==> src/rtl/tetris_input_sched_if.sv <==
// Command handshake bundle between the input scheduler and the piece engine.
interface tetris_input_sched_if;
  logic [7:0] keycode;
  logic       enable;
  logic [5:0] gravity_period;
  logic       cmd_ready;
  logic       cmd_valid;
  logic [2:0] cmd;

  modport master (
    input  keycode, enable, gravity_period, cmd_ready,
    output cmd_valid, cmd
  );

  modport slave (
    output keycode, enable, gravity_period, cmd_ready,
    input  cmd_valid, cmd
  );
endinterface

==> src/rtl/tetris_input_sched.sv <==
// Turns keycodes and a gravity timer into prioritised single-step piece commands over valid/ready.
// LEFT/RIGHT DAS/ARR auto-repeat is compiled in only when TETRIS_AUTOREPEAT_EN is defined.
module tetris_input_sched #(
  parameter int         DAS_FRAMES  = 10,
  parameter int         ARR_FRAMES  = 3,
  parameter int         SOFT_PERIOD = 2,
  parameter logic [7:0] KEY_LEFT    = 8'h04,
  parameter logic [7:0] KEY_RIGHT   = 8'h07,
  parameter logic [7:0] KEY_ROT     = 8'h1A,
  parameter logic [7:0] KEY_SOFT    = 8'h16,
  parameter logic [7:0] KEY_HARD    = 8'h2C
) (
  input  logic                 frame_clk,
  input  logic                 Reset,
  tetris_input_sched_if.master bus
);
  localparam logic [2:0] CMD_NONE  = 3'd0;
  localparam logic [2:0] CMD_LEFT  = 3'd1;
  localparam logic [2:0] CMD_RIGHT = 3'd2;
  localparam logic [2:0] CMD_ROT   = 3'd3;
  localparam logic [2:0] CMD_DOWN  = 3'd4;
  localparam logic [2:0] CMD_HARD  = 3'd5;
  localparam logic [5:0] SOFT_P    = (SOFT_PERIOD < 1) ? 6'd1 : 6'(SOFT_PERIOD);

  typedef enum logic {IDLE, OFFER} state_t;

  state_t     state;
  logic [7:0] key_prev, grav_cnt, grav_next, period8;
  logic [5:0] gp_eff, period;
  logic       p_hard, p_rot, p_left, p_right, p_down;
  logic       rise_left, rise_right, rise_rot, rise_hard;
  logic       ev_left, ev_right, tick, hs, hs_hard;
  logic [2:0] top_cmd;

  assign rise_left  = (bus.keycode == KEY_LEFT)  && (key_prev != KEY_LEFT);
  assign rise_right = (bus.keycode == KEY_RIGHT) && (key_prev != KEY_RIGHT);
  assign rise_rot   = (bus.keycode == KEY_ROT)   && (key_prev != KEY_ROT);
  assign rise_hard  = (bus.keycode == KEY_HARD)  && (key_prev != KEY_HARD);
  assign hs         = (state == OFFER) && bus.cmd_ready && bus.enable;
  assign hs_hard    = hs && (bus.cmd == CMD_HARD);

  // A period shrinking below the running count wraps the counter without a tick.
  always_comb begin
    gp_eff = (bus.gravity_period == 6'd0) ? 6'd1 : bus.gravity_period;
    period = gp_eff;
    if ((bus.keycode == KEY_SOFT) && (SOFT_P < gp_eff)) period = SOFT_P;
    period8   = {2'b00, period};
    tick      = 1'b0;
    grav_next = grav_cnt + 8'd1;
    if (grav_cnt >= period8 - 8'd1) begin
      grav_next = 8'd0;
      tick      = (grav_cnt == period8 - 8'd1);
    end
  end

  always_comb begin
    if (p_hard)       top_cmd = CMD_HARD;
    else if (p_rot)   top_cmd = CMD_ROT;
    else if (p_left)  top_cmd = CMD_LEFT;
    else if (p_right) top_cmd = CMD_RIGHT;
    else if (p_down)  top_cmd = CMD_DOWN;
    else              top_cmd = CMD_NONE;
  end

`ifdef TETRIS_AUTOREPEAT_EN
  localparam int             HW     = $clog2(DAS_FRAMES + ARR_FRAMES + 1);
  localparam logic [HW-1:0]  DAS_C  = HW'(DAS_FRAMES);
  localparam logic [HW-1:0]  TOP_C  = HW'(DAS_FRAMES + ARR_FRAMES);
  localparam logic [HW-1:0]  LOOP_C = HW'(DAS_FRAMES + 1);

  logic [HW-1:0] hold_cnt, hold_k, hold_next;
  logic          lr_held, lr_rise, repeat_ev;

  // Once repeating, the count cycles DAS+1..DAS+ARR so it never overflows.
  always_comb begin
    lr_held   = (bus.keycode == KEY_LEFT) || (bus.keycode == KEY_RIGHT);
    lr_rise   = rise_left || rise_right;
    hold_k    = lr_rise ? '0 : hold_cnt;
    repeat_ev = lr_held && !lr_rise && ((hold_k == DAS_C) || (hold_k == TOP_C));
    if (!lr_held)              hold_next = '0;
    else if (hold_k == TOP_C)  hold_next = LOOP_C;
    else                       hold_next = hold_k + HW'(1);
  end

  always_ff @(posedge frame_clk) begin
    if (Reset)           hold_cnt <= '0;
    else if (bus.enable) hold_cnt <= hold_next;
  end

  assign ev_left  = rise_left  || (repeat_ev && (bus.keycode == KEY_LEFT));
  assign ev_right = rise_right || (repeat_ev && (bus.keycode == KEY_RIGHT));
`else
  assign ev_left  = rise_left;
  assign ev_right = rise_right;
`endif

  always_ff @(posedge frame_clk) begin
    if (Reset) begin
      state         <= IDLE;
      bus.cmd_valid <= 1'b0;
      bus.cmd       <= CMD_NONE;
      key_prev      <= 8'd0;
      grav_cnt      <= 8'd0;
      p_hard        <= 1'b0;
      p_rot         <= 1'b0;
      p_left        <= 1'b0;
      p_right       <= 1'b0;
      p_down        <= 1'b0;
    end else begin
      key_prev <= bus.keycode;
      if (!bus.enable) begin
        state         <= IDLE;
        bus.cmd_valid <= 1'b0;
        bus.cmd       <= CMD_NONE;
        p_hard        <= 1'b0;
        p_rot         <= 1'b0;
        p_left        <= 1'b0;
        p_right       <= 1'b0;
        p_down        <= 1'b0;
      end else begin
        grav_cnt <= hs_hard ? 8'd0 : grav_next;
        // New events beat the handshake clear landing on the same edge.
        p_hard  <= rise_hard || (p_hard && !(hs && bus.cmd == CMD_HARD));
        p_rot   <= rise_rot  || (p_rot  && !(hs && bus.cmd == CMD_ROT));
        p_left  <= ev_left   || (p_left  && !ev_right && !(hs && bus.cmd == CMD_LEFT));
        p_right <= ev_right  || (p_right && !ev_left  && !(hs && bus.cmd == CMD_RIGHT));
        p_down  <= tick      || (p_down && !hs_hard && !(hs && bus.cmd == CMD_DOWN));
        case (state)
          IDLE: begin
            if (top_cmd != CMD_NONE) begin
              state         <= OFFER;
              bus.cmd_valid <= 1'b1;
              bus.cmd       <= top_cmd;
            end
          end
          OFFER: begin
            if (bus.cmd_ready) begin
              state         <= IDLE;
              bus.cmd_valid <= 1'b0;
              bus.cmd       <= CMD_NONE;
            end
          end
          default: state <= IDLE;
        endcase
      end
    end
  end
endmodule

==> src/flat_wrapper.sv <==
// flat-port wrapper written by rule: the top's interface ports become plain ports
module tetris_input_sched_flat 
#(
  parameter int         DAS_FRAMES  = 10,
  parameter int         ARR_FRAMES  = 3,
  parameter int         SOFT_PERIOD = 2,
  parameter logic [7:0] KEY_LEFT    = 8'h04,
  parameter logic [7:0] KEY_RIGHT   = 8'h07,
  parameter logic [7:0] KEY_ROT     = 8'h1A,
  parameter logic [7:0] KEY_SOFT    = 8'h16,
  parameter logic [7:0] KEY_HARD    = 8'h2C
)
  (frame_clk, Reset, bus_keycode, bus_enable, bus_gravity_period, bus_cmd_ready, bus_cmd_valid, bus_cmd);
  tetris_input_sched_if bus_i ();
  input  logic frame_clk;
  input  logic Reset;
  input wire logic [$bits(bus_i.keycode)-1:0] bus_keycode;
  input wire logic [$bits(bus_i.enable)-1:0] bus_enable;
  input wire logic [$bits(bus_i.gravity_period)-1:0] bus_gravity_period;
  input wire logic [$bits(bus_i.cmd_ready)-1:0] bus_cmd_ready;
  output wire logic [$bits(bus_i.cmd_valid)-1:0] bus_cmd_valid;
  output wire logic [$bits(bus_i.cmd)-1:0] bus_cmd;
  assign bus_i.keycode = bus_keycode;
  assign bus_i.enable = bus_enable;
  assign bus_i.gravity_period = bus_gravity_period;
  assign bus_i.cmd_ready = bus_cmd_ready;
  assign bus_cmd_valid = bus_i.cmd_valid;
  assign bus_cmd = bus_i.cmd;
  tetris_input_sched #(.DAS_FRAMES(DAS_FRAMES), .ARR_FRAMES(ARR_FRAMES), .SOFT_PERIOD(SOFT_PERIOD), .KEY_LEFT(KEY_LEFT), .KEY_RIGHT(KEY_RIGHT), .KEY_ROT(KEY_ROT), .KEY_SOFT(KEY_SOFT), .KEY_HARD(KEY_HARD)) u_core (.frame_clk(frame_clk), .Reset(Reset), .bus(bus_i));
endmodule
==> config.mk <==
export PLATFORM = sky130hd
export DESIGN_NAME = tetris_input_sched_flat
export DESIGN_NICKNAME = d
export VERILOG_FILES = /design/src/rtl/tetris_input_sched_if.sv /design/src/rtl/tetris_input_sched.sv /design/src/flat_wrapper.sv
export SDC_FILE = /design/constraint.sdc
export NUM_CORES = 1
export LEC_CHECK = 0
export ABC_AREA = 1
export BUFFER_PORTS_ARGS = -buffer_cell sky130_fd_sc_hd__clkbuf_2
export CAP_MARGIN = 30
export CORE_MARGIN = 3
export CORE_UTILIZATION = 43
export DETAILED_ROUTE_END_ITERATION = 10
export GPL_TIMING_DRIVEN = 0
export PLACE_DENSITY = 0.71
export SYNTH_ARGS = -nofsm -noshare
export SYNTH_HDL_FRONTEND = slang
export SYNTH_SLANG_ARGS = --single-unit
==> constraint.sdc <==
create_clock -name frame_clk -period 2.55 [get_ports frame_clk]
set_input_delay 0.51 -clock frame_clk [delete_from_list [all_inputs] [get_ports frame_clk]]
set_output_delay 0.51 -clock frame_clk [all_outputs]
set_load 0.01 [all_outputs]
==> impl_metrics.ini, run 1 <==
[floorplan]
pin_count = 22
die_area_um2 = 4710
die_w_um = 68.63
rows = 22
core_area_um2 = 3716
die_y_um = 68.63
floorplan.initialDensity_pct = 45.39

[placement]
dpl-instance-area_um2 = 1856
hpwlAfterDp_um = 2556
port_buffers = 21
gp_congestion = 0.8412

[synth]
post-synth-top-area-cell = dfxtp_1
syn_area_per_cell_um2 = 6.746
synth-seq-area-share_pct = 30.86
postSynthCellCount = 250
ys_ff_latch = 26
yosys-top-cells-area = dfxtp_1 31%, nand2_1 11%, inv_1 7.8%, ha_1 6.7%, nor2_1 6.7%
yosys_warnings = 0
netlist.area_leader.share_pct = 30.86
synth.distinct_cells = 26
netlist_area_um2 = 1687

[global_route]
antenna_found_initial = 0
grt_pass1_vias = 1317
gr-total-overflow = 0
grt_pass1_wl_um = 5354
grt_max_degree = 16
gr-usage-all-layers_pct = 15.06

[setup_path]
reg2reg_from = u_core.grav_cnt[0]$_SDFFE_PP0P_
cp_max_fo = 8
required_ns = 2.76
crit_type = in -> reg
rr_worst_depth = 9
worstReg2RegEnd = u_core.grav_cnt[2]$_SDFFE_PP0P_
startpoint_type = input pin
crit_arrival_ns = 2.32
cp-end-kind = flip-flop
reg2reg_slack_ns = 1.05

[routing]
drc = 0
detail-route-antenna-nets = 0
routed_via_density = 4.812
drt_iter0_markers = 95
drt-pass1-iter-count = 4
routed_wl_um = 3172
vias = 1559
routedWlPerCell_um = 9.790

[pwr]
p_comb_share_pct = 12.1
p_leak_uw = 0.0009025
ir_drop_mv = 0.2856
p_per_area_nw_per_um2 = 451.3
clock_power_share_pct = 39.4
p_seq_share_pct = 48.6
power_switching_share_pct = 23.48
switching_power_uw = 204.2
p_int_uw = 665.4

[clock_tree]
htreeDepth = 1
cts_setup_buffers = 0
clk_latency_ns = 0.27
hold_buffers = 0
cts_resized = 0
clockBufferDepth = 2
clk_pin_slew_ns = 0.09
cts_tree = done
root_buffer = clkbuf_8
cts_buffers = 3
cts_num_sinks = 26

[finish]
final-seq-area_um2 = 520.5
final_core_util_pct = 51.85
finalInstanceArea_um2 = 1927
antennaDiodeCount = 0
areaGrowthSynthToFinish_pct = 14.24
drive_above_1_share_pct = 19.57
nets = 304
layout_common_cells = 51 x nand2_1, 35 x inv_1, 30 x nor2_1
multi_input_area_um2 = 1002
fill_cells = 405
final_common_cell = nand2_1

[hold_path]
hold_path_class = in -> reg
whs_endpoint = u_core.key_prev[6]$_SDFF_PP0_
hp-start = bus_keycode[6]
holdPathStages = 3

[run]
cap_violations = 0

[sta]
finalHoldViolCount = 0
setup_viol = 0
slew_violations = 0
fin_crit_sh_pct = 82.86
final.setup.tns_ns = 0
skew_ns = 0.002874
period_needed_ns = 2.113
rsz0062_at_grt = no
max_freq_ghz = 0.4733

[outcome]
outcome = finished, final reports clean
[cell type report]
cell class	count	share of cell area, %
tap	48	3.117
clock inverter	1	1.558
buffer	1	0.1948
sequential	26	27.01
inverter	43	8.506
timing repair buffer	21	5.455
clock buffer	3	2.143
multi-input combinational	181	52.01
[power groups by stage]
| stage | Combinational [uW] | Sequential [uW] | Clock (uW) |
|---|---|---|---|
| after global placement | 105 | 432 | 0 |
| after CTS | 107 | 422 | 353 |
| after floorplan | 72.8 | 430 | 0 |
| after detailed placement | 107 | 432 | 0 |
| after global routing | 121 | 424 | 366 |
| final | 105 | 422 | 342 |
[worst max-delay path by stage]
| stage | start | endpoint | slack (ns) | cells past startpoint |
|---|---|---|---|---|
| detailed placement | bus_keycode[0] | u_core.grav_cnt[7]$_SDFFE_PP0P_ | 0.13 | 16 |
| finish | bus_keycode[0] | u_core.grav_cnt[2]$_SDFFE_PP0P_ | 0.44 | 16 |
| floorplan | bus_keycode[5] | u_core.grav_cnt[2]$_SDFFE_PP0P_ | 0.47 | 16 |
| global route | bus_keycode[0] | u_core.grav_cnt[2]$_SDFFE_PP0P_ | 0.21 | 17 |
| global placement | bus_keycode[0] | u_core.grav_cnt[2]$_SDFFE_PP0P_ | 0.15 | 16 |
| CTS | bus_keycode[0] | u_core.grav_cnt[7]$_SDFFE_PP0P_ | 0.42 | 16 |
[kinds of logic (layout without fill, tap and decap cells)]
kind of cell / count (synthesis) / after routing / share of synthesized area (%)
other: 1 / 2 / 0.2223
AND/OR/NAND/NOR: 133 / 133 / 40.28
XOR/XNOR: 2 / 2 / 1.039
flip-flops: 26 / 26 / 30.86
buffers and inverters: 44 / 69 / 9.941
AO/OA/AOI/OAI: 35 / 35 / 10.98
adder cells (fa/ha/maj): 9 / 9 / 6.677
[worst max-delay path, stage by stage]
cell,delay [ns]
clkbuf_2,0.09
inv_2,0.06
nand2_2,0.07
nor2_4,0.16
nand3_4,0.11
o21ai_2,0.09
inv_2,0.05
nor2_2,0.09
nor2_1,0.06
ha_1,0.29
nand2_1,0.09
o21bai_1,0.10
nand2_1,0.07
nand2_1,0.22
nand3_1,0.11
a21oi_1,0.13
[through the flow]
step | hold slack, ns | total power [uW] | std cells | setup slack, ns
floorplan | 0.4393 | 503.1 | 251 | 0.4709
global placement | 0.4397 | 536.4 | 320 | 0.1546
detailed placement | 0.4481 | 538.5 | 320 | 0.1314
CTS | 0.4415 | 882.9 | 324 | 0.4238
global route | 0.4534 | 911.1 | 324 | 0.2080
finish | 0.4498 | 869.6 | 324 | 0.4371
[Yosys cell counts]
cell,count
a21oi_1,21
a31oi_1,1
clkbuf_1,1
conb_1,1
dfxtp_1,26
ha_1,9
inv_1,35
inv_2,7
inv_4,1
nand2_1,51
nand2_2,7
nand3_1,19
nand3_2,4
nand3_4,1
nand4_1,5
nand4_4,1
nor2_1,30
nor2_2,2
nor2_4,3
nor2_8,2
nor3_1,8
o21ai_0,8
o21ai_1,2
o21ai_2,1
o21bai_1,2
xor2_1,2
[sequential cells by signal, indices dropped and copies added (netlist names)]
name,cells
u_core.grav_cnt,8
u_core.key_prev,8
u_core.bus.cmd,3
u_core.bus.cmd_valid,1
u_core.p_down,1
u_core.p_hard,1
u_core.p_left,1
u_core.p_right,1
u_core.p_rot,1
u_core.state,1
[routing by layer]
metal  GRT usage [%]  vias up  part of all wire [%]
met5               0        -                     0
met4           7.692        0                   2.9
met3           3.404        8                   4.0
met2           24.67       29                    46
met1           18.31      666                    47
li1                -      856                     -
(Power assumes the default switching activity.)
==> inputs of run 2 (changes only) <==
--- a/config.mk
+++ b/config.mk
@@ -5,7 +5,7 @@
 export SDC_FILE = /design/constraint.sdc
 export NUM_CORES = 1
 export LEC_CHECK = 0
-export ABC_AREA = 1
+export ABC_AREA = 0
 export BUFFER_PORTS_ARGS = -buffer_cell sky130_fd_sc_hd__clkbuf_2
 export CAP_MARGIN = 30
 export CORE_MARGIN = 3
==> constraint.sdc (replaced) <==
create_clock -name frame_clk -period 2.03 [get_ports frame_clk]
set_input_delay 0.406 -clock frame_clk [delete_from_list [all_inputs] [get_ports frame_clk]]
set_output_delay 0.406 -clock frame_clk [all_outputs]
set_load 0.01 [all_outputs]
==> impl_metrics.ini, run 2 <==
[outcome]
outcome = finished, violations left
violations = setup timing

[synth]
syn_area_per_cell_um2 = 8.465
synthFlopType = dfxtp_1
ys_ff_latch = 26
netlist.area_leader.share_pct = 32.02
yosys-top-cells-area = dfxtp_1 32%, ha_1 6.9%, nor2b_1 5.0%, nand2_1 4.6%, nand2b_1 4.2%
async_flop_share_pct = 0
postSynthCellCount = 192
synth-seq-area-share_pct = 32.02
netlist_area_um2 = 1625
synth_edf_count = 0
synth_common_cells = 26 x dfxtp_1, 20 x nand2_1, 13 x nor2_1, 13 x nor2b_1, 11 x nand2b_1
yosys_warnings = 0
synth.distinct_cells = 52
synthMostInstantiatedCell = dfxtp_1
post-synth-top-area-cell = dfxtp_1

[finish]
final_common_cell = dfxtp_1
antennaDiodeCount = 0
areaGrowthSynthToFinish_pct = 32.87
fin_cells = 278
drive_above_1_share_pct = 27.59
nets = 260
reg_top3 = u_core.grav_cnt: 8 flops, u_core.key_prev: 8 flops, u_core.bus.cmd: 3 flops
layout_common_cells = 26 x dfxtp_1, 18 x nand2_1, 18 x clkbuf_2

[clock_tree]
cts_num_sinks = 26
cts_tree = done
root_buffer = clkbuf_8
clk_latency_ns = 0.28
hold_buffers = 0
cts_buffers = 3
htreeDepth = 1
clk_pin_slew_ns = 0.10
clockBufferDepth = 2

[setup_path]
startpoint_type = input pin
crit_type = in -> reg
crit_arrival_ns = 2.47
path_cells = buf_8, or3_4, o311ai_4, ha_1, a211o_1, a221oi_4, buf_6, buf_6, o211ai_1, o221ai_1
required_ns = 2.23
cp_slowest_cell = or3_4
slowest_delay_ns = 0.42
cp-end-kind = flip-flop
cp_max_fo = 6
worst_path_most_repeated_cell = buf_6

[pwr]
p_leak_uw = 0.0008039
p_per_area_nw_per_um2 = 547.7
p_seq_share_pct = 45.1
switching_power_uw = 294.3
p_int_uw = 888.6
power_switching_share_pct = 24.88
ir_drop_mv = 0.4690
clock_power_share_pct = 37.3
p_comb_share_pct = 17.6

[routing]
detail-route-antenna-nets = 0
m1WireLength_um = 1814
wl_met2_um = 1961
routedWlPerCell_um = 15.00
dr_wl_met3_um = 229
routed_via_density = 5.827
routed_wl_um = 4169
vias = 1620
drt_iter0_markers = 92
maxUsedRoutingLayer = met4
drt-pass1-iter-count = 4
drc = 0

[placement]
post-place-ws_ns = -0.8145
hpwlAfterDp_um = 2737
placed_cells = 260
gp_congestion = 0.8138
port_buffers = 21

[sta]
period_needed_ns = 2.268
rsz0062_at_grt = yes
fin_crit_sh_pct = 111.7
max_freq_ghz = 0.4409
finalHoldViolCount = 0
fin_ws_ns = -0.2379
setup_viol = 8
slew_violations = 0
skew_ns = 0.005389

[global_route]
antenna_found_initial = 0
gr-total-overflow = 0
grt_pass1_wl_um = 6458
gr-usage-all-layers_pct = 18.49
grt_max_degree = 16
grt_pass1_vias = 1434

[floorplan]
die_y_um = 67.48
core_area_um2 = 3495
pin_count = 22
floorplan.initialDensity_pct = 46.51
die_w_um = 67.48
rows = 21
die_area_um2 = 4554

[run]
cap_violations = 0

[hold_path]
hold_path_class = in -> reg
-- run 2: through the flow --
| step | instance area, um2 | TNS, ns | power (uW) | utilization (%) | hold WS [ns] |
|---|---|---|---|---|---|
| 2_1_floorplan | 1645 | -2.640 | 639.0 | - | 0.4612 |
| 3_3_place_gp | 1808 | -6.683 | 687.9 | 51.74 | 0.4679 |
| 3_5_place_dp | 1808 | -6.549 | 688.3 | 51.74 | 0.4959 |
| 4_1_cts | 2053 | -1.777 | 1158 | 58.75 | 0.3658 |
| 5_1_grt | 2160 | -2.271 | 1228 | 61.80 | 0.3802 |
| 6_report | 2160 | -1.660 | 1183 | 61.80 | 0.3660 |
-- run 2: final timing paths --
path | end | from | depth (start not counted) | slack, ns
worst min-delay path | u_core.key_prev[2]$_SDFF_PP0_ | bus_keycode[2] | 2 | 0.37
worst min register to register | u_core.bus.cmd[1]$_SDFFE_PP0P_ | u_core.bus.cmd[1]$_SDFFE_PP0P_ | 2 | 0.51
worst max register to register | u_core.grav_cnt[3]$_SDFFE_PP0P_ | u_core.grav_cnt[5]$_SDFFE_PP0P_ | 7 | 0.17
worst max-delay path | u_core.grav_cnt[3]$_SDFFE_PP0P_ | bus_gravity_period[1] | 10 | -0.24
-- run 2: cells by family (layout without fill, tap and decap cells) --
logic type | count (synthesis) | after routing | share of synthesized area (%)
AND/OR/NAND/NOR | 97 | 97 | 34.49
flip-flops | 26 | 26 | 32.02
AO/OA/AOI/OAI | 48 | 48 | 23.33
multiplexers | 1 | 1 | 0.6928
other | 1 | 2 | 0.2307
buffers and inverters | 10 | 49 | 2.309
adder cells (fa/ha/maj) | 9 | 9 | 6.929
-- run 2: repair_timing --
item / in CTS / in global routing
endpoints found under the setup margin: 8 / 8
hold endpoints to repair: 0 / 0
pin swaps: 6 / 6
gates resized for setup: 21 / 15
buffers inserted: 8 / 6
-- run 2: worst max-delay path: cells and delay by family --
kind,cells,cell delay [ns]
and+or+nand+nor,1,0.42
AOI/OAI and AO/OA,5,0.99
buffers and inverters,3,0.36
adders and majority gates,1,0.29
-- run 2: area by class of cell --
cell class / instances / area [um2]
flip-flops and latches: 26 / 520.5
well taps: 46 / 57.56
inverters: 6 / 22.52
clock inverters: 1 / 30.03
clock buffers: 3 / 41.29
fillers: 292 / 1335
plain buffers: 4 / 15.01
repair buffers: 35 / 245.2
multi-input cells: 157 / 1227
-- run 2: routing by layer --
layer / vias up / global-route usage, %
li1: 805 / -
met1: 746 / 23.46
met2: 48 / 30.26
met3: 21 / 4.326
met4: 0 / 6.835
met5: - / 0
-- run 2: power groups by stage --
stage | sequential [uW] | clock [uW] | combinational (uW)
after floorplan | 542 | 0 | 97.0
after global placement | 545 | 0 | 143
after detailed placement | 545 | 0 | 143
after CTS | 533 | 445 | 179
after global routing | 535 | 467 | 226
final | 533 | 442 | 208
==> inputs of run 3 (changes only) <==
--- a/config.mk
+++ b/config.mk
@@ -8,11 +8,12 @@
 export ABC_AREA = 0
 export BUFFER_PORTS_ARGS = -buffer_cell sky130_fd_sc_hd__clkbuf_2
 export CAP_MARGIN = 30
-export CORE_MARGIN = 3
+export CORE_MARGIN = 5
 export CORE_UTILIZATION = 43
 export DETAILED_ROUTE_END_ITERATION = 10
 export GPL_TIMING_DRIVEN = 0
 export PLACE_DENSITY = 0.71
+export RECOVER_POWER = 50
 export SYNTH_ARGS = -nofsm -noshare
 export SYNTH_HDL_FRONTEND = slang
 export SYNTH_SLANG_ARGS = --single-unit
==> impl_metrics.ini, run 3 (same netlist as run 2, synthesis figures left out) <==
[global_route]
antenna_found_initial = 0
gr-total-overflow = 0
gr-usage-all-layers_pct = 16.60
grt_pass1_vias = 1503
grt_pass1_wl_um = 6893
grt_max_degree = 16

[hold_path]
hold_path_class = in -> reg

[setup_path]
required_ns = 2.18
crit_arrival_ns = 2.41
crit_type = in -> reg
cp-end-kind = flip-flop
startpoint_type = input pin
cp_slowest_cell = or3_4
path_cells = buf_8, or3_4, or2_1, o21ai_1, nand2_1, ha_4, o21a_1, o21ai_4, buf_4, o211ai_1, o221ai_2
slowest_delay_ns = 0.42
cp_max_fo = 6

[finish]
drive_above_1_share_pct = 26.72
final_core_util_pct = 58.71
areaGrowthSynthToFinish_pct = 32.26
antennaDiodeCount = 0
reg_top3 = u_core.grav_cnt: 8 flops, u_core.key_prev: 8 flops, u_core.bus.cmd: 3 flops
layout_common_cells = 26 x dfxtp_1, 18 x nand2_1, 16 x clkbuf_2
fill_cells = 306
final_common_cell = dfxtp_1
fin_cells = 280
nets = 260

[placement]
gp_congestion = 0.8136
placed_cells = 262
port_buffers = 21
hpwlAfterDp_um = 2854

[pwr]
ir_drop_mv = 0.3637
p_leak_uw = 0.0008003
p_per_area_nw_per_um2 = 550.1
p_total_uw = 1182

[sta]
setup_viol = 8
period_needed_ns = 2.253
slew_violations = 0
fin_crit_sh_pct = 111.0
slew_headroom_pct = 66.23
skew_ns = 0.004939
max_freq_ghz = 0.4439
finalHoldViolCount = 0
rsz0062_at_grt = yes
fin_ws_ns = -0.2230
tightest_slew_ns = 0.5066

[routing]
drt_iter0_markers = 90
vias = 1608
drt-pass1-iter-count = 5
routed_via_density = 5.743
detail-route-antenna-nets = 0
routed_wl_um = 4289
drc = 0
routedWlPerCell_um = 15.32

[clock_tree]
hold_buffers = 0
root_buffer = clkbuf_8
cts_num_sinks = 26
cts_buffers = 3
clk_pin_slew_ns = 0.09
clockBufferDepth = 2
cts_tree = done
clk_latency_ns = 0.28
htreeDepth = 1

[floorplan]
pin_count = 22
die_w_um = 71.48
floorplan.initialDensity_pct = 44.40
rows = 22
die_y_um = 71.48
die_area_um2 = 5109
core_area_um2 = 3661

[run]
cap_violations = 0

[outcome]
outcome = finished, violations left
violations = setup timing
run 3: worst max-delay path, delay by kind of cell:
kind,cells,cell delay (ns)
AO/OA/AOI/OAI,5,0.70
adder cells (fa/ha/maj),1,0.27
buffers and inverters,2,0.24
AND/OR/NAND/NOR,3,0.79
run 3: worst paths after layout:
path / startpoint / end / slack [ns] / cells past startpoint
max: bus_gravity_period[1] / u_core.grav_cnt[2]$_SDFFE_PP0P_ / -0.22 / 11
min: bus_keycode[1] / u_core.key_prev[1]$_SDFF_PP0_ / 0.36 / 2
max reg2reg: u_core.grav_cnt[0]$_SDFFE_PP0P_ / u_core.grav_cnt[2]$_SDFFE_PP0P_ / 0.20 / 8
min reg2reg: u_core.bus.cmd_valid$_SDFFE_PP0P_ / u_core.bus.cmd_valid$_SDFFE_PP0P_ / 0.50 / 2
run 3: what timing repair did:
item,in CTS,in global routing
buffers inserted,9,5
resized for setup,16,18
pin swaps,5,12
setup endpoints to repair,8,9
run 3: metrics by stage:
stage / area, um2 / hold slack [ns] / TNS, ns / setup slack [ns]
floorplan: 1645 / 0.4612 / -2.640 / -0.3338
global placement: 1810 / 0.4727 / -6.873 / -0.8587
detailed placement: 1810 / 0.4799 / -6.751 / -0.8404
CTS: 2039 / 0.3614 / -1.482 / -0.1910
global route: 2150 / 0.3586 / -2.492 / -0.3247
finish: 2150 / 0.3596 / -1.659 / -0.2230
run 3: area by class of cell:
class                   count  area, um2  share of cell area [%]
plain buffers               4      15.01                  0.6985
clock buffers               3      41.29                   1.921
clock inverters             1      30.03                   1.397
inverters                   6      22.52                   1.048
multi-input cells         157       1215                   56.52
flip-flops and latches     26      520.5                   24.21
well taps                  48      60.06                   2.794
repair buffers             35      245.2                   11.41
run 3: power breakdown:
part	internal, uW	switching [uW]
combinational	102	104
sequential	523	10.8
clock	264	179
run 3: per-layer routing:
layer | vias up | GRT usage [%] | share of wire, %
met5 | - | 0 | 0
met4 | 0 | 6.472 | 1.4
met3 | 6 | 3.927 | 4.8
met2 | 35 | 26.43 | 48
met1 | 756 | 21.61 | 45
li1 | 811 | - | -
